===== src/rtl/stream_rr_arbiter_pkg.sv =====
// Shared types and constants for the stream round-robin arbiter.
// Holds the FSM encoding, default beat width and packet-counter width.
package stream_arb_pkg;

    localparam int DEFAULT_DATA_WIDTH = 128;
    localparam int PKT_COUNT_WIDTH    = 16;

    typedef enum logic [0:0] {
        IDLE = 1'b0,
        BUSY = 1'b1
    } arb_state_e;

    // (base + off) mod n, used for rotating source indices
    function automatic int unsigned wrap_add(
        input int unsigned base,
        input int unsigned off,
        input int unsigned n
    );
        return (base + off) % n;
    endfunction

endpackage


===== src/rtl/stream_rr_arbiter_if.sv =====
// Bundle of per-source stream inputs and the fifo write port.
// master: arbiter view; slave: environment (sources + fifo) view.
interface stream_rr_arbiter_if
    import stream_arb_pkg::*;
#(
    parameter int N_SRC      = 2,
    parameter int DATA_WIDTH = DEFAULT_DATA_WIDTH,
    parameter int ID_WIDTH   = ($clog2(N_SRC) > 1) ? $clog2(N_SRC) : 1
);

    logic [N_SRC-1:0]            s_tvalid;
    logic [N_SRC-1:0]            s_tready;
    logic [N_SRC*DATA_WIDTH-1:0] s_tdata;
    logic [N_SRC-1:0]            s_tlast;

    logic                        fifo_write_tvalid;
    logic                        fifo_write_tready;
    logic [DATA_WIDTH-1:0]       fifo_wdata;
    logic [ID_WIDTH-1:0]         fifo_wid;
    logic                        fifo_wlast;

    modport master (
        input  s_tvalid,
        output s_tready,
        input  s_tdata,
        input  s_tlast,
        output fifo_write_tvalid,
        input  fifo_write_tready,
        output fifo_wdata,
        output fifo_wid,
        output fifo_wlast
    );

    modport slave (
        output s_tvalid,
        input  s_tready,
        output s_tdata,
        output s_tlast,
        input  fifo_write_tvalid,
        output fifo_write_tready,
        input  fifo_wdata,
        input  fifo_wid,
        input  fifo_wlast
    );

endinterface


===== src/rtl/stream_rr_arbiter_rr_pick.sv =====
// Combinational round-robin picker: first requester at or after ptr,
// wrapping modulo N_SRC, plus an any-request flag.
module rr_pick
    import stream_arb_pkg::*;
#(
    parameter int N_SRC    = 2,
    parameter int ID_WIDTH = ($clog2(N_SRC) > 1) ? $clog2(N_SRC) : 1
) (
    input  logic [N_SRC-1:0]    req,
    input  logic [ID_WIDTH-1:0] ptr,
    output logic [ID_WIDTH-1:0] grant_idx,
    output logic                any_req
);

    logic [ID_WIDTH-1:0] cand_s;

    // Scan offsets from farthest to nearest so the nearest requester wins
    always_comb begin
        grant_idx = '0;
        any_req   = 1'b0;
        cand_s    = '0;
        for (int k = N_SRC - 1; k >= 0; k--) begin
            cand_s    = ID_WIDTH'(wrap_add(32'(ptr), k, N_SRC));
            grant_idx = req[cand_s] ? cand_s : grant_idx;
            any_req   = req[cand_s] ? 1'b1 : any_req;
        end
    end

endmodule


===== src/rtl/stream_rr_arbiter.sv =====
// Packet-level round-robin arbiter merging N_SRC streams into one fifo
// write port through a single skid-free output register.
module stream_rr_arbiter
    import stream_arb_pkg::*;
#(
    parameter int N_SRC      = 2,
    parameter int DATA_WIDTH = DEFAULT_DATA_WIDTH,
    parameter int ID_WIDTH   = ($clog2(N_SRC) > 1) ? $clog2(N_SRC) : 1
) (
    input  logic                       clk,
    input  logic                       reset,
    stream_rr_arbiter_if.master        bus,
    output logic [PKT_COUNT_WIDTH-1:0] pkt_count
);

    localparam logic [0:0] ST_IDLE = IDLE;
    localparam logic [0:0] ST_BUSY = BUSY;

    logic [0:0]                 state_q, state_d;
    logic [ID_WIDTH-1:0]        grant_id_q, grant_id_d;
    logic [ID_WIDTH-1:0]        rr_ptr_q, rr_ptr_d;
    logic                       out_valid_q, out_valid_d;
    logic [DATA_WIDTH-1:0]      out_data_q, out_data_d;
    logic [ID_WIDTH-1:0]        out_id_q, out_id_d;
    logic                       out_last_q, out_last_d;
    logic [PKT_COUNT_WIDTH-1:0] pkt_count_q, pkt_count_d;

    logic [ID_WIDTH-1:0]        pick_id_s;
    logic                       any_req_s;
    logic                       sel_valid_s;
    logic                       sel_last_s;
    logic [DATA_WIDTH-1:0]      sel_data_s;
    logic                       out_free_s;
    logic                       out_hs_s;
    logic                       accept_s;
    logic [N_SRC-1:0]           ready_s;

    rr_pick #(
        .N_SRC    (N_SRC),
        .ID_WIDTH (ID_WIDTH)
    ) u_rr_pick (
        .req       (bus.s_tvalid),
        .ptr       (rr_ptr_q),
        .grant_idx (pick_id_s),
        .any_req   (any_req_s)
    );

    // Granted-source mux and handshake qualifiers; the output register
    // is free when empty or draining this cycle
    always_comb begin
        sel_valid_s = bus.s_tvalid[grant_id_q];
        sel_last_s  = bus.s_tlast[grant_id_q];
        sel_data_s  = '0;
        for (int i = 0; i < N_SRC; i++) begin
            sel_data_s = (grant_id_q == ID_WIDTH'(i)) ?
                         bus.s_tdata[i*DATA_WIDTH +: DATA_WIDTH] : sel_data_s;
        end
        out_free_s = !out_valid_q || bus.fifo_write_tready;
        out_hs_s   = out_valid_q && bus.fifo_write_tready;
        accept_s   = (state_q == ST_BUSY) && out_free_s && sel_valid_s;
        ready_s    = '0;
        if (state_q == ST_BUSY) begin
            ready_s[grant_id_q] = out_free_s;
        end else begin
            ready_s = '0;
        end
    end

    // Next-state for arbitration FSM, output register and packet counter
    always_comb begin
        state_d     = state_q;
        grant_id_d  = grant_id_q;
        rr_ptr_d    = rr_ptr_q;
        out_valid_d = out_valid_q;
        out_data_d  = out_data_q;
        out_id_d    = out_id_q;
        out_last_d  = out_last_q;
        pkt_count_d = pkt_count_q;

        case (state_q)
            ST_IDLE: begin
                if (any_req_s) begin
                    grant_id_d = pick_id_s;
                    state_d    = ST_BUSY;
                end else begin
                    grant_id_d = grant_id_q;
                    state_d    = ST_IDLE;
                end
            end
            ST_BUSY: begin
                // Grant is held until the last beat is taken, then the
                // pointer moves past the source just served
                if (accept_s && sel_last_s) begin
                    state_d  = ST_IDLE;
                    rr_ptr_d = ID_WIDTH'(wrap_add(32'(grant_id_q), 32'd1, N_SRC));
                end else begin
                    state_d  = ST_BUSY;
                    rr_ptr_d = rr_ptr_q;
                end
            end
            default: begin
                state_d = ST_IDLE;
            end
        endcase

        if (accept_s) begin
            out_valid_d = 1'b1;
            out_data_d  = sel_data_s;
            out_id_d    = grant_id_q;
            out_last_d  = sel_last_s;
        end else if (out_hs_s) begin
            out_valid_d = 1'b0;
        end else begin
            out_valid_d = out_valid_q;
        end

        if (out_hs_s && out_last_q) begin
            pkt_count_d = pkt_count_q + PKT_COUNT_WIDTH'(1);
        end else begin
            pkt_count_d = pkt_count_q;
        end
    end

    // State registers with synchronous reset
    always_ff @(posedge clk) begin
        if (reset) begin
            state_q     <= ST_IDLE;
            grant_id_q  <= '0;
            rr_ptr_q    <= '0;
            out_valid_q <= 1'b0;
            out_data_q  <= '0;
            out_id_q    <= '0;
            out_last_q  <= 1'b0;
            pkt_count_q <= '0;
        end else begin
            state_q     <= state_d;
            grant_id_q  <= grant_id_d;
            rr_ptr_q    <= rr_ptr_d;
            out_valid_q <= out_valid_d;
            out_data_q  <= out_data_d;
            out_id_q    <= out_id_d;
            out_last_q  <= out_last_d;
            pkt_count_q <= pkt_count_d;
        end
    end

    assign bus.s_tready          = ready_s;
    assign bus.fifo_write_tvalid = out_valid_q;
    assign bus.fifo_wdata        = out_data_q;
    assign bus.fifo_wid          = out_id_q;
    assign bus.fifo_wlast        = out_last_q;
    assign pkt_count             = pkt_count_q;

endmodule


===== src/flat_wrapper.sv =====
// flat-port wrapper written by rule: the top's interface ports become plain ports
module stream_rr_arbiter_flat import stream_arb_pkg::*;
#(
    parameter int N_SRC      = 2,
    parameter int DATA_WIDTH = DEFAULT_DATA_WIDTH,
    parameter int ID_WIDTH   = ($clog2(N_SRC) > 1) ? $clog2(N_SRC) : 1
)
  (clk, reset, pkt_count, bus_s_tvalid, bus_s_tready, bus_s_tdata, bus_s_tlast, bus_fifo_write_tvalid, bus_fifo_write_tready, bus_fifo_wdata, bus_fifo_wid, bus_fifo_wlast);
  stream_rr_arbiter_if #(.N_SRC(N_SRC), .DATA_WIDTH(DATA_WIDTH), .ID_WIDTH(ID_WIDTH)) bus_i ();
  input  logic clk;
  input  logic reset;
  output logic [PKT_COUNT_WIDTH-1:0] pkt_count;
  input wire logic [$bits(bus_i.s_tvalid)-1:0] bus_s_tvalid;
  output wire logic [$bits(bus_i.s_tready)-1:0] bus_s_tready;
  input wire logic [$bits(bus_i.s_tdata)-1:0] bus_s_tdata;
  input wire logic [$bits(bus_i.s_tlast)-1:0] bus_s_tlast;
  output wire logic [$bits(bus_i.fifo_write_tvalid)-1:0] bus_fifo_write_tvalid;
  input wire logic [$bits(bus_i.fifo_write_tready)-1:0] bus_fifo_write_tready;
  output wire logic [$bits(bus_i.fifo_wdata)-1:0] bus_fifo_wdata;
  output wire logic [$bits(bus_i.fifo_wid)-1:0] bus_fifo_wid;
  output wire logic [$bits(bus_i.fifo_wlast)-1:0] bus_fifo_wlast;
  assign bus_i.s_tvalid = bus_s_tvalid;
  assign bus_s_tready = bus_i.s_tready;
  assign bus_i.s_tdata = bus_s_tdata;
  assign bus_i.s_tlast = bus_s_tlast;
  assign bus_fifo_write_tvalid = bus_i.fifo_write_tvalid;
  assign bus_i.fifo_write_tready = bus_fifo_write_tready;
  assign bus_fifo_wdata = bus_i.fifo_wdata;
  assign bus_fifo_wid = bus_i.fifo_wid;
  assign bus_fifo_wlast = bus_i.fifo_wlast;
  stream_rr_arbiter #(.N_SRC(N_SRC), .DATA_WIDTH(DATA_WIDTH), .ID_WIDTH(ID_WIDTH)) u_core (.clk(clk), .reset(reset), .bus(bus_i), .pkt_count(pkt_count));
endmodule

===== config.mk =====
export PLATFORM = sky130hd
export DESIGN_NAME = stream_rr_arbiter_flat
export DESIGN_NICKNAME = d
export VERILOG_FILES = /design/src/rtl/stream_rr_arbiter_pkg.sv /design/src/rtl/stream_rr_arbiter_if.sv /design/src/rtl/stream_rr_arbiter_rr_pick.sv /design/src/rtl/stream_rr_arbiter.sv /design/src/flat_wrapper.sv
export SDC_FILE = /design/constraint.sdc
export NUM_CORES = 1
export LEC_CHECK = 0
export BUFFER_PORTS_ARGS = -buffer_cell sky130_fd_sc_hd__buf_2
export CAP_MARGIN = 20
export CELL_PAD_IN_SITES_DETAIL_PLACEMENT = 1
export CELL_PAD_IN_SITES_GLOBAL_PLACEMENT = 1
export CORE_AREA = 2 2 161 163
export CTS_CLUSTER_DIAMETER = 150
export CTS_CLUSTER_SIZE = 24
export DETAILED_ROUTE_END_ITERATION = 8
export DIE_AREA = 0 0 163 165
export GPL_TIMING_DRIVEN = 0
export PLACE_DENSITY = 0.85
export SLEW_MARGIN = 20
export SYNTH_ARGS = -nofsm -noshare
export SYNTH_HDL_FRONTEND = slang
export SYNTH_SLANG_ARGS = --single-unit

===== constraint.sdc =====
create_clock -name clk -period 4.1 [get_ports clk]
set_input_delay 0.615 -clock clk [delete_from_list [all_inputs] [get_ports clk]]
set_output_delay 0.615 -clock clk [all_outputs]
set_load 0.005 [all_outputs]

# After elaboration in Yosys (flattened, before gate mapping)
# Cells that the tools add are included.
# Widths: inputs -> output; s select.
[classes]
bitwise_logic = 2
n_mul = 0
n_reduce_logical = 11
n_eq_ne = 0
shift = 0
order_cmp = 4
div = 0
n_mux = 21
addsub = 3
[ops]
columns = ["op", "n"]
rows = [
  ["$mux 128", 1],
  ["$mux 1", 17],
  ["$add 16x1->16 const B", 1],
  ["$logic_and 1x1->1", 6],
  ["$lt 1x2->1 const B", 3],
  ["$reduce_and 2->1", 2],
  ["$add 1x1->1 const B", 2],
  ["$and 2x2->2", 1],
  ["$mux 2", 1],
  ["$pmux 1 s2", 1],
  ["$reduce_bool 2->1", 1],
  ["$demux 1 s1", 1],
  ["$ge 1x1->1 const B", 1],
  ["$logic_not 1->1", 1],
  ["$logic_or 1x1->1", 1],
  ["$not 1->1", 1],
]
[word_totals]
regBits = 150
output_inout_bits = 149
input_bits = 263
latchBits = 0
ramBits = 0
mem_count = 0
rom_bits = 0

# Longest topological paths before layout
# Gate-level depths: netlist (run 1).
[depth]
depth_word = 7
mapped_depth = 8
mapped_depth_nobuf = 5

# Modules after synthesis
# From an unflattened synthesis (run 1), not the netlist that was laid out.
[unflattened]
cells_unflattened = 692
area_unflattened_um2 = 6537.5
[modules_own_cells]
columns = ["module", "n_inst", "cells_per_inst", "area_per_inst_um2"]
rows = [
  ["stream_rr_arbiter", 1, 689, 6520.0],
  ["rr_pick", 1, 3, 17.5],
]

# Worst setup path after synthesis (run 1)
# No wires, ideal clock.
[synth_timing]
path_type = "input to register"
from = "in bus_fifo_write_tready"
to = "reg u_core.pkt_count_q[14] (netlist: u_core.pkt_count[14])"
path_stages = 5
arrival_ns = 1.747
setup_slack_ns = 2.282
path_cell_list = "nand4_1 > or2_1 > buf_2 > or4_1 > a21oi_1"
[synth_between]
elab_chain_len = 2
[synth_lines]
columns = ["element", "line_no", "source"]
rows = [
  ["from (decl)", "flat_wrapper.sv:18", "input wire logic [$bits(bus_i.fifo_write_tready)-1:0] bus_fifo_write_tready;"],
  ["$logic_and 1x1->1", "stream_rr_arbiter.sv:59", "out_hs_s = out_valid_q && bus.fifo_write_tready;"],
  ["$logic_and 1x1->1", "stream_rr_arbiter.sv:117", "if (out_hs_s && out_last_q) begin"],
  ["to (signal assigned)", "stream_rr_arbiter.sv:143", "pkt_count_q <= pkt_count_d;"],
  ["to (decl)", "stream_rr_arbiter.sv:26", "logic [PKT_COUNT_WIDTH-1:0] pkt_count_q, pkt_count_d;"],
]
# No other way between the ends.
# A chain may end at the register's enable or synchronous reset.

# Worst setup path in the final report (run 1)
[layout_timing]
from = "reg u_core.grant_id_q"
to = "out bus_s_tready[1]"
[layout_between]
elab_chain_len = 6
word_cells_on_any_way = 7
cone_classes = "order compare: 2; mux: 3; bitwise: 1; reduce/logical: 1"
[layout_lines]
columns = ["element", "line_no", "source"]
rows = [
  ["from (decl)", "stream_rr_arbiter.sv:20", "logic [ID_WIDTH-1:0] grant_id_q, grant_id_d;"],
  ["from (signal assigned)", "stream_rr_arbiter.sv:137", "grant_id_q <= grant_id_d;"],
  ["$lt 1x2->1 (not written as such) / $ge 1x1->1 (equally long branches)", "stream_rr_arbiter.sv:63", "ready_s[grant_id_q] = out_free_s;"],
  ["$logic_and 1x1->1 (not written as such)", "stream_rr_arbiter.sv:63", ""],
  ["$mux 1 (not written as such)", "stream_rr_arbiter.sv:63", ""],
  ["$demux 1 s1 *", "-", ""],
  ["$and 2x2->2 (no source line) *", "-", ""],
  ["$mux 2 *", "stream_rr_arbiter.sv:62", "if (state_q == ST_BUSY) begin"],
  ["to (decl)", "flat_wrapper.sv:14", "output wire logic [$bits(bus_i.s_tready)-1:0] bus_s_tready;"],
]
# Mark *: on every way between the ends. The rest lies on a longest branch, timed or not.

==> results of run 1 <==
[registers in the layout, summed over array words and instances (netlist names)]
name,count
u_core.bus.fifo_wdata,128
u_core.bus.fifo_wid,1
u_core.bus.fifo_wlast,1
u_core.bus.fifo_write_tvalid,1
u_core.grant_id_q,1
u_core.pkt_count,16
u_core.rr_ptr_q,1
u_core.state_q,1
[cell families after synthesis]
group,after synthesis,share of synthesized area
compound gates,151,0.235
xor+xnor,9,0.0109
fa+ha+maj,1,0.00172
buf+inv,68,0.0536
flops,150,0.414
mux,131,0.181
simple gates,175,0.103
[tightest hold or removal path, cell delays in order (launching register included)]
cell     delay, ns
dfxtp_1       0.32
o31ai_1       0.07
a21oi_1       0.06
[where the power goes]
group	leakage (nW)	switching, mW	internal (mW)
Combinational	2.89	0.444	0.376
Sequential	1.23	0.0575	1.57
Clock	0.262	0.681	0.877
Total	4.38	1.18	2.82
[metrics by stage]
| stage | worst slack [ns] | total power [mW] | std cells |
|---|---|---|---|
| 6_report | 1.64 | 4.00 | 1458 |
| 5_1_grt | 1.49 | 4.20 | 1457 |
| 4_1_cts | 1.60 | 4.05 | 1457 |
| 3_5_place_dp | 1.56 | 2.49 | 1425 |
| 3_3_place_gp | 1.54 | 2.46 | 1425 |
| 2_1_floorplan | 2.28 | 2.11 | 685 |
[layer usage]
metal / track usage / vias up / wire length [um]
met5: 0 / - / 0
met4: 0.0784 / 0 / 905
met3: 0.0580 / 56 / 1840
met2: 0.360 / 293 / 13900
met1: 0.218 / 3309 / 10600
li1: - / 3338 / -
[cell usage after synthesis]
| library cell | number | area [um2] |
|---|---|---|
| a2111oi_2 | 1 | 15.0 |
| a211oi_1 | 9 | 67.6 |
| a211oi_2 | 120 | 1500 |
| a21oi_1 | 9 | 45.0 |
| a41oi_1 | 1 | 8.76 |
| and3_1 | 6 | 37.5 |
| and4_1 | 2 | 17.5 |
| buf_1 | 2 | 7.51 |
| buf_2 | 2 | 10.0 |
| buf_4 | 21 | 158 |
| buf_6 | 7 | 78.8 |
| clkbuf_1 | 32 | 120 |
| dfxtp_1 | 150 | 3000 |
| ha_1 | 1 | 12.5 |
| inv_1 | 4 | 15.0 |
| mux2_4 | 1 | 15.0 |
| mux2i_1 | 130 | 1300 |
| nand2_1 | 5 | 18.8 |
| nand2b_1 | 1 | 6.26 |
| nand3_1 | 5 | 25.0 |
| nand4_1 | 4 | 25.0 |
| nand4_4 | 1 | 21.3 |
| nor2_1 | 141 | 529 |
| nor3_1 | 2 | 10.0 |
| nor3b_1 | 1 | 7.51 |
| o211ai_1 | 1 | 7.51 |
| o21a_1 | 1 | 7.51 |
| o21ai_0 | 2 | 10.0 |
| o21ai_1 | 3 | 15.0 |
| o31ai_1 | 4 | 30.0 |
| or2_1 | 1 | 6.26 |
| or3_1 | 2 | 12.5 |
| or4_1 | 4 | 30.0 |
| xnor2_1 | 3 | 26.3 |
| xor2_1 | 6 | 52.6 |
[cell usage in the layout, fill, tap and decap left out, types with 3 or more instances in the layout]
cell        instances
clkbuf_16          17
inv_1               4
dfxtp_1           150
buf_2             412
xnor2_1             3
xor2_1              6
nand3_1             5
a211oi_2          120
o31ai_1             4
inv_6               3
buf_6               7
clkinvlp_4          6
nor2_1            141
mux2i_1           130
or4_1               4
clkbuf_1           32
a21oi_1             9
buf_4              21
o21ai_1             3
a211oi_1            9
and3_1              6
nand4_1             4
nand2_1             5
[worst paths after layout]
| path | from | end | cells past startpoint |
|---|---|---|---|
| max reg2reg | u_core.grant_id_q$_SDFFE_PP0P_ | u_core.bus.fifo_wdata[88]$_SDFFE_PP0P_ | 7 |
| min | u_core.pkt_count[15]$_SDFFE_PP0P_ | u_core.pkt_count[15]$_SDFFE_PP0P_ | 2 |
| min reg2reg | u_core.pkt_count[15]$_SDFFE_PP0P_ | u_core.pkt_count[15]$_SDFFE_PP0P_ | 2 |
| max | u_core.grant_id_q$_SDFFE_PP0P_ | bus_s_tready[1] | 4 |
[area by class of cell]
type | instances | area [um2]
Buffer | 64 | 375
Multi-Input combinational cell | 467 | 3860
Clock inverter | 12 | 119
Clock buffer | 20 | 457
Timing Repair Buffer | 410 | 2050
Inverter | 4 | 15.0
Fill cell | 2996 | 14700
Antenna cell | 1 | 2.50
Sequential cell | 150 | 3000
Tap cell | 330 | 413
==> out/results.txt, run 1 <==
Status: complete, no violations
H-Tree Depth: 4
Final core occ: 0.411
Pin count of the biggest net entering global routing: 17
Clock Root Buffer: clkbuf_16
Cell family with most CP delay: buffers and inverters
Critical Path AT: 1.85 ns
CTS Buf Count: 17
Clock-pin transition on the worst setup and hold timing paths: 0.07 ns
CTS tree: built
Worst path slowest cell: clkbuf_1
Global-route wire length before repair: 41000 um
Max_cap viols: 0
Die ar.: 0.0269 mm2
Sequential fraction of the synthesis area: 0.414
Max FO, Critical Path: 10
Hold slack: 0.493 ns
Worst-case vdd ir drop: 0.235 mV
Drt wl/cell: 18.7 um
Final wirelength: 27200 um
CP required: 3.48 ns
Syn_nets: 949
Ports: 412
Hold-fix buffers, CTS: 0
Fin. Hold Viols: 0
CP bufs+invs: 3
Die width: 163 um
Fmax: 406 MHz
Worst setup EP type: output pin
Syn Area/Cell: 10.6 um2
CP max stage delay: 0.52 ns
Core Area: 0.0250 mm2
Distinct cells, synth: 35
Port Buf Inserts: 410
Avg Vias per Cell: 4.80
Clock skew: 0.0119 ns
Number of setup violations in the final report: 0
Layout net count: 1378
Power Density: 389 mW/mm2
Crit Path Category: reg2out
P_leak: 4.38 nW
Placer Congestion: 0.800
Final Max Tran Viols: 0
Critical-path cell list: buf_4, clkbuf_1, and3_1, buf_2
Detail Route Antenna Nets: 0
Layout cells sized above 1: 0.528
DRT iter0 DRCs: 270
Worst slew margin: 0.401
Mapped cell area: 0.00725 mm2
Post-CTS Setup Inserts: 0
Post-route cell area: 0.0103 mm2
Worst-Margin Slew: 0.899 ns
Antenna violations before repair: 0
Final TNS setup: 0 ns
Die Y: 165 um
Placed cell area: 0.00972 mm2
Clk sink count: 150
Vias post-DR: 6996
Cell count after synthesis: 685
Period utilisation layout: 0.601
Yosys reg bits: 150
Area growth syn-to-layout: 42.0%
Gr ovfl total: 0
Initial Utilization: 0.290
Synth warn: 0
Flop-to-flop setup slack: 2.09 ns
Detailed placement HPWL: 21400 um
FP Rows: 58
GRT Total Usage: 0.198
First-pass iteration count of the detailed router: 4
Post-CTS resize count: 0
Residual DRC count: 0
Vias in the first global route: 7571
RSZ-0062 raised after global routing: false
Worst-Skew Late Latency: 0.42 ns
Crit start category: register
Max clock buf depth: 2
Worst hold path class: reg2reg
Fin crit period: 2.46 ns
Note: power is estimated with default switching activity, not from simulation.
==> run 2: changes to the inputs <==
--- a/config.mk
+++ b/config.mk
@@ -5,17 +5,19 @@
 export SDC_FILE = /design/constraint.sdc
 export NUM_CORES = 1
 export LEC_CHECK = 0
+export ABC_AREA = 1
 export BUFFER_PORTS_ARGS = -buffer_cell sky130_fd_sc_hd__buf_2
 export CAP_MARGIN = 20
 export CELL_PAD_IN_SITES_DETAIL_PLACEMENT = 1
 export CELL_PAD_IN_SITES_GLOBAL_PLACEMENT = 1
-export CORE_AREA = 2 2 161 163
+export CORE_ASPECT_RATIO = 1.1
+export CORE_MARGIN = 2
+export CORE_UTILIZATION = 29
 export CTS_CLUSTER_DIAMETER = 150
 export CTS_CLUSTER_SIZE = 24
 export DETAILED_ROUTE_END_ITERATION = 8
-export DIE_AREA = 0 0 163 165
 export GPL_TIMING_DRIVEN = 0
-export PLACE_DENSITY = 0.85
+export PLACE_DENSITY = 0.94
 export SLEW_MARGIN = 20
 export SYNTH_ARGS = -nofsm -noshare
 export SYNTH_HDL_FRONTEND = slang
==> constraint.sdc (replaced) <==
create_clock -name clk -period 2.3 [get_ports clk]
set_input_delay 0.345 -clock clk [delete_from_list [all_inputs] [get_ports clk]]
set_output_delay 0.345 -clock clk [all_outputs]
set_load 0.005 [all_outputs]
==> run 2 against run 1 <==
Die area down 4.4%. Worst setup slack got worse by 1.3 ns. Synthesized cell count up 65%. Critical path type unchanged. Largest power group is now clock.
==> out/results.txt, run 2 <==
Status: complete, no violations (unchanged)
Final Max Tran Viols: 0 (unchanged)
Sequential power share: 0.389 (was 0.406)
Sw Share: 0.273 (was 0.295)
Pin count of the biggest net entering global routing: 17 (unchanged)
Critical-path cell list: buf_2, inv_2, clkbuf_1, nor2_1, buf_2 (was buf_4, clkbuf_1, and3_1, buf_2)
Die Y: 168 um (was 165 um)
Initial Utilization: 0.292 (was 0.290)
Distinct cells, synth: 27 (was 35)
Area growth syn-to-layout: 43.8% (was 42.0%)
RSZ-0062 raised after global routing: false (unchanged)
Max FFs per register: 128 (unchanged)
Clock share of power: 0.426 (was 0.389)
Cell count after synthesis: 1129 (was 685)
Worst setup EP type: output pin (unchanged)
Fin. Hold Viols: 0 (unchanged)
Simple-gate portion of the synthesized area: 0.393 (was 0.103)
Layout cells sized above 1: 0.314 (was 0.528)
Yosys reg bits: 150 (unchanged)
Syn_nets: 1393 (was 949)
Commonest cells post-synth: nand2_1 (426), nor2_1 (287), dfxtp_1 (150), o21ai_0 (75), o21ai_1 (59) (was dfxtp_1 (150), nor2_1 (141), mux2i_1 (130), a211oi_2 (120), clkbuf_1 (32))
Period utilisation layout: 0.865
Clock-pin transition on the worst setup and hold timing paths: 0.06 ns (was 0.07 ns)
Multiplexer share of the synthesized area: 0 (was 0.181)
Yosys top cell area share: 0.424 (was 0.414)
Most used flip-flop cell after synthesis: dfxtp_1 (unchanged)
Detail Route Antenna Nets: 0 (unchanged)
Worst-case vdd ir drop: 0.421 mV (was 0.235 mV)
Avg Vias per Cell: 4.65 (was 4.80)
Fmax: 502 MHz
Most frequent cell after synthesis: nand2_1 (was dfxtp_1)
Largest family of logic cells by synthesized area: simple AND/OR/NAND/NOR gates (was compound AO/OA/AOI/OAI gates)
CTS Buf Count: 17 (unchanged)
Worst path slowest cell: clkbuf_1 (unchanged)
Final TNS setup: 0 ns (unchanged)
Sequential fraction of the synthesis area: 0.424 (was 0.414)
Worst r2r src: u_core.bus.fifo_write_tvalid$_SDFFE_PP0P_ (was u_core.grant_id_q$_SDFFE_PP0P_)
Ports: 412 (unchanged)
Clock skew: 0.0107 ns (was 0.0119 ns)
Post-synth top area cell: dfxtp_1 (unchanged)
Worst hold path class: in2reg (was reg2reg)
Register area: 0.00300 mm2 (unchanged)
Global-route wire length before repair: 45400 um (was 41000 um)
Worst-Skew Late Latency: 0.42 ns (about the same)
Crit start category: register (unchanged)
Synth warn: 0 (unchanged)
Min-delay src: reset (was u_core.pkt_count[15]$_SDFFE_PP0P_)
Vias post-DR: 8756 (was 6996)
Complex-gate fraction of the synthesized area: 0.106 (was 0.235)
DRT iter0 DRCs: 327 (was 270)
Layout net count: 1823 (was 1378)
Post-synth EDFFs: 0 (unchanged)
Critical Path AT: 1.65 ns (was 1.85 ns)
Die width: 153 um (was 163 um)
Fillers: 3334 (was 2996)
Core Area: 0.0242 mm2 (was 0.0250 mm2)
Cell family with most CP delay: buffers and inverters (unchanged)
CP required: 1.96 ns (was 3.48 ns)
Number of setup violations in the final report: 0 (unchanged)
Hold-fix buffers, CTS: 0 (unchanged)
Vias in the first global route: 9055 (was 7571)
Mapped cell area: 0.00709 mm2 (was 0.00725 mm2)
Fin crit period: 1.99 ns
XOR/XNOR Fraction of Synth Area: 0.00124 (was 0.0109)
Power Density: 730 mW/mm2 (was 389 mW/mm2)
Antenna violations before repair: 2 (was 0)
FP Rows: 60 (was 58)
First-pass iteration count of the detailed router: 5 (was 4)
Int Pwr: 5.41 mW (was 2.82 mW)
Port Buf Inserts: 411 (was 410)
GRT Total Usage: 0.222 (was 0.198)
CTS tree: built (unchanged)
CP bufs+invs: 4 (was 3)
Post-route cell area: 0.0102 mm2 (was 0.0103 mm2)
Placer Congestion: 0.868 (was 0.800)
Crit path from: u_core.grant_id_q$_SDFFE_PP0P_ (unchanged)
Placed cell area: 0.00953 mm2 (was 0.00972 mm2)
Post-synth ARST share: 0 (unchanged)
Residual DRC count: 0 (unchanged)
Post-CTS Setup Inserts: 0 (unchanged)
Clock Root Buffer: clkbuf_16 (unchanged)
Syn Area/Cell: 6.28 um2 (was 10.6 um2)
Max clock buf depth: 2 (unchanged)
Most used cell, CP: buf_2
Clk sink count: 150 (unchanged)
Detailed placement HPWL: 23500 um (was 21400 um)
Crit Path Category: reg2out (unchanged)
H-Tree Depth: 4 (unchanged)
Combinational share of power: 0.185 (was 0.205)
Gr ovfl total: 0 (unchanged)
Psw: 2.03 mW (was 1.18 mW)
Highest-count cells in the layout ignoring fill and taps: buf_2 (437), nand2_1 (426), nor2_1 (287), dfxtp_1 (150), o21ai_0 (75) (was buf_2 (412), dfxtp_1 (150), nor2_1 (141), mux2i_1 (130), a211oi_2 (120))
Multi-input gate area: 0.00356 mm2 (was 0.00386 mm2)
Max_cap viols: 0 (unchanged)
Final wirelength: 29100 um (was 27200 um)
Drt wl/cell: 15.5 um (was 18.7 um)
CP max stage delay: 0.38 ns (was 0.52 ns)
Commonest non-fill, non-tap cell in the layout: buf_2 (unchanged)
Post-CTS resize count: 0 (unchanged)
Synth top area cells: dfxtp_1 (42%), nand2_1 (23%), nor2_1 (15%) (was dfxtp_1 (41%), a211oi_2 (21%), mux2i_1 (18%))
P_leak: 5.47 nW (was 4.38 nW)
Die ar.: 0.0257 mm2 (was 0.0269 mm2)
Worst slew margin: 0.583 (was 0.401)
Worst-Margin Slew: 0.626 ns (was 0.899 ns)
Max FO, Critical Path: 10 (unchanged)
Post-synthesis adder-cell area fraction: 0.00177 (was 0.00172)
==> run 2: metrics by stage <==
step	hold slack, ns	setup WS (ns)	util	instances	power [mW]
final	0.157	0.309	0.420	1881	7.44
after global routing	0.148	0.174	0.420	1879	7.82
after CTS	0.138	0.256	0.420	1879	7.52
after detailed placement	0.461	0.329	0.393	1850	4.35
after global placement	0.450	0.346	0.393	1850	4.28
after floorplan	0.421	1.02	-	1129	3.65
==> run 2: kinds of logic (layout without fill, tap and decap cells) <==
group / after synthesis / after routing
fa+ha+maj: 1 / 1
xor+xnor: 1 / 1
other cells: 0 / 2
simple gates: 731 / 731
buf+inv: 97 / 537
compound gates: 149 / 149
flops: 150 / 150
==> run 2: worst reg2reg max path: cells and delay by family (launching register included) <==
family | cells | cell delay, ns
compound gates | 1 | 0.28
simple gates | 4 | 0.45
flops | 1 | 0.35
buf+inv | 3 | 0.48
==> run 2: power by group through the flow <==
stage	combinational [mW]	clock (mW)	sequential (mW)
after floorplan	0.681	0	2.96
after global placement	1.34	0	2.94
after detailed placement	1.39	0	2.95
after CTS	1.40	3.22	2.90
after global routing	1.56	3.34	2.92
final	1.38	3.17	2.90
==> run 2: worst paths after layout <==
check                                                end  slack [ns]  cells after the start
setup / recovery                         bus_s_tready[1]        0.31                      5
hold / removal         u_core.pkt_count[10]$_SDFFE_PP0P_        0.16                      2
hold reg to reg                u_core.state_q$_SDFF_PP0_        0.47                      2
setup reg to reg  u_core.bus.fifo_wdata[10]$_SDFFE_PP0P_        0.63                      8
==> run 2: layout make-up <==
class                           instances  share of cell area
Antenna cell                            2            0.000491
Timing Repair Buffer                  411               0.202
Sequential cell                       150               0.295
Buffer                                 73              0.0422
Clock buffer                           17              0.0418
Tap cell                              310              0.0381
Inverter                               24             0.00909
Clock inverter                         12              0.0224
Multi-Input combinational cell        882               0.349
==> run 2: metal layers <==
metal  vias up  part of all wire  track usage
met3        64             0.069       0.0618
li1       4358                 -            -
met1      4041              0.39        0.233
met2       293              0.51        0.413
met4         0             0.033       0.0918
met5         -                 0            0
==> run 3: changes to the inputs <==
--- a/config.mk
+++ b/config.mk
@@ -5,7 +5,6 @@
 export SDC_FILE = /design/constraint.sdc
 export NUM_CORES = 1
 export LEC_CHECK = 0
-export ABC_AREA = 1
 export BUFFER_PORTS_ARGS = -buffer_cell sky130_fd_sc_hd__buf_2
 export CAP_MARGIN = 20
 export CELL_PAD_IN_SITES_DETAIL_PLACEMENT = 1
@@ -17,7 +16,8 @@
 export CTS_CLUSTER_SIZE = 24
 export DETAILED_ROUTE_END_ITERATION = 8
 export GPL_TIMING_DRIVEN = 0
-export PLACE_DENSITY = 0.94
+export HOLD_SLACK_MARGIN = 0.06
+export PLACE_DENSITY = 0.89
 export SLEW_MARGIN = 20
 export SYNTH_ARGS = -nofsm -noshare
 export SYNTH_HDL_FRONTEND = slang
==> constraint.sdc (replaced) <==
create_clock -name clk -period 1.8 [get_ports clk]
set_input_delay 0.27 -clock clk [delete_from_list [all_inputs] [get_ports clk]]
set_output_delay 0.27 -clock clk [all_outputs]
set_load 0.005 [all_outputs]
==> run 3 against run 2 <==
Worst setup slack lost 0.26 ns. Clock power grew 14%. Count of clock-buffer cells in the layout grew 1. Sequential cell count is the same. Combinational power grew 46%. First-iteration DRC count shrank 29%. Global-route usage shrank 1.6 points. Non-clock buffer count shrank 10. Clock skew grew 0.0022 ns. Die area grew 2.3%. Power grew 26%. Critical endpoint is now u_core.pkt_count[14]$_SDFFE_PP0P_. Largest cell class unchanged. Highest routed layer unchanged.
==> out/results.txt, run 3 (same netlist as run 1, synthesis figures left out) <==
Max_cap viols: 0 (unchanged)
Period utilisation layout: 0.973
Worst slew margin: 0.466 (was 0.583)
Layout net count: 1378 (was 1823)
Fillers: 2842 (was 3334)
P_leak: 4.55 nW (was 5.47 nW)
Pin count of the biggest net entering global routing: 17 (unchanged)
Area growth syn-to-layout: 47.1% (was 43.8%)
Register area: 0.00301 mm2 (was 0.00300 mm2)
Detail Route Antenna Nets: 0 (unchanged)
Placer Congestion: 0.809 (was 0.868)
Layout cells sized above 1: 0.616 (was 0.314)
Fmax: 571 MHz
Fin crit period: 1.75 ns
Critical Path AT: 2.09 ns (was 1.65 ns)
Core Area: 0.0245 mm2 (was 0.0242 mm2)
Combinational share of power: 0.216 (was 0.185)
Cell family with most CP delay: simple AND/OR/NAND/NOR gates (was buffers and inverters)
Worst path slowest cell: or4_1 (was clkbuf_1)
Worst-Margin Slew: 0.800 ns (was 0.626 ns)
Commonest non-fill, non-tap cell in the layout: buf_2 (unchanged)
Final wirelength: 28300 um (was 29100 um)
Number of setup violations in the final report: 0 (unchanged)
Residual DRC count: 0 (unchanged)
CP bufs+invs: 1 (was 4)
Clk sink count: 150 (unchanged)
Clock-pin transition on the worst setup and hold timing paths: 0.07 ns (was 0.06 ns)
Vias in the first global route: 7472 (was 9055)
Detailed placement HPWL: 22000 um (was 23500 um)
Final TNS setup: 0 ns (unchanged)
Clock Root Buffer: clkbuf_16 (unchanged)
Port Buf Inserts: 410 (was 411)
Fin. Hold Viols: 0 (unchanged)
FP Rows: 60 (unchanged)
Psw: 2.80 mW (was 2.03 mW)
Total power: 9.38 mW (was 7.44 mW)
Antenna violations before repair: 1 (was 2)
CTS tree: built (unchanged)
Initial Utilization: 0.296 (was 0.292)
CP max stage delay: 0.51 ns (was 0.38 ns)
Ports: 412 (unchanged)
Multi-input gate area: 0.00409 mm2 (was 0.00356 mm2)
Die Y: 170 um (was 168 um)
Clock share of power: 0.386 (was 0.426)
Sequential power share: 0.398 (was 0.389)
H-Tree Depth: 4 (unchanged)
Placed cell count: 1405 (was 1850)
Max clock buf depth: 2 (unchanged)
Final core occ: 0.435 (was 0.420)
CP required: 2.14 ns (was 1.96 ns)
Worst hold path class: in2reg (unchanged)
Worst-case vdd ir drop: 0.479 mV (was 0.421 mV)
Drt wl/cell: 19.7 um (was 15.5 um)
Critical-path cell list: ha_1, nand4_1, or2_1, buf_2, or4_1, a21oi_1 (was buf_2, inv_2, clkbuf_1, nor2_1, buf_2)
Placed cell area: 0.00969 mm2 (was 0.00953 mm2)
Vias post-DR: 7033 (was 8756)
RSZ-0062 raised after global routing: true (was false)
Sw Share: 0.299 (was 0.273)
First-pass iteration count of the detailed router: 4 (was 5)
Highest-count cells in the layout ignoring fill and taps: buf_2 (413), dfxtp_1 (147), mux2i_1 (130), a211oi_2 (119), nor2_2 (73) (was buf_2 (437), nand2_1 (426), nor2_1 (287), dfxtp_1 (150), o21ai_0 (75))
Max FO, Critical Path: 7 (was 10)
Final Max Tran Viols: 0 (unchanged)
Crit Path Category: reg2reg (was reg2out)
Post-route cell area: 0.0107 mm2 (was 0.0102 mm2)
Clock skew: 0.0128 ns (was 0.0107 ns)
Max FFs per register: 128 (unchanged)
Avg Vias per Cell: 4.89 (was 4.65)
Worst setup EP type: register (was output pin)
GRT Total Usage: 0.206 (was 0.222)
Die ar.: 0.0263 mm2 (was 0.0257 mm2)
DRT iter0 DRCs: 231 (was 327)
Crit start category: register (unchanged)
Post-Layout Cell Count: 1437 (was 1881)
Die width: 155 um (was 153 um)
CTS Buf Count: 17 (unchanged)
Gr ovfl total: 0 (unchanged)
Global-route wire length before repair: 41400 um (was 45400 um)
Worst-Skew Late Latency: 0.42 ns (about the same)
Int Pwr: 6.58 mW (was 5.41 mW)
Power Density: 879 mW/mm2 (was 730 mW/mm2)
Status: complete, no violations (unchanged)
run 3: worst paths after layout:
kind                                startpoint                                 to  slack, ns  cells after the start
max reg2reg   u_core.pkt_count[0]$_SDFFE_PP0P_  u_core.pkt_count[14]$_SDFFE_PP0P_       0.05                      6
min                            bus_s_tvalid[1]     u_core.grant_id_q$_SDFFE_PP0P_       0.19                      3
min reg2reg  u_core.pkt_count[15]$_SDFFE_PP0P_  u_core.pkt_count[15]$_SDFFE_PP0P_       0.49                      2
max           u_core.pkt_count[0]$_SDFFE_PP0P_  u_core.pkt_count[14]$_SDFFE_PP0P_       0.05                      6
run 3: what timing repair did:
action | CTS | global route
pin swaps | 1 | 2
endpoints found under the setup margin | 134 | 117
buffers inserted | 4 | 0
resized for setup | 51 | 94
hold buffers | 0 | 0
run 3: layout make-up:
class                   instances  area share
repair buffers                414       0.195
multi-input cells             467       0.383
well taps                     310      0.0364
flip-flops and latches        150       0.282
plain buffers                  60      0.0477
diodes                          1    0.000235
clock buffers                  18      0.0402
inverters                       4     0.00141
clock inverters                13      0.0140
run 3: routing by layer:
layer  vias up  track usage  part of all wire
met4         0       0.0604             0.020
met2       253        0.393              0.53
met3        35       0.0517             0.054
met1      3405        0.224              0.39
met5         -            0                 0
li1       3340            -                 -
run 3: per-stage QoR:
| step | hold WS, ns | setup slack [ns] |
|---|---|---|
| final | 0.186 | 0.0495 |
| after CTS | 0.167 | 0.00325 |
| after global routing | 0.183 | -0.0369 |
| after floorplan | 0.450 | 0.0437 |
| after global placement | 0.460 | -0.493 |
| after detailed placement | 0.480 | -0.527 |
run 3: tightest hold or removal path, cell delays in order:
cell      delay [ns]
buf_2           0.13
o211ai_1        0.09
a21oi_1         0.06
run 3: power groups by stage:
| stage | Combinational, mW | Clock (mW) | Sequential, mW |
|---|---|---|---|
| finish | 2.02 | 3.62 | 3.74 |
| global route | 2.19 | 3.85 | 3.77 |
| CTS | 1.97 | 3.73 | 3.71 |
| detailed placement | 1.92 | 0 | 3.77 |
| global placement | 1.85 | 0 | 3.76 |
| floorplan | 1.03 | 0 | 3.79 |
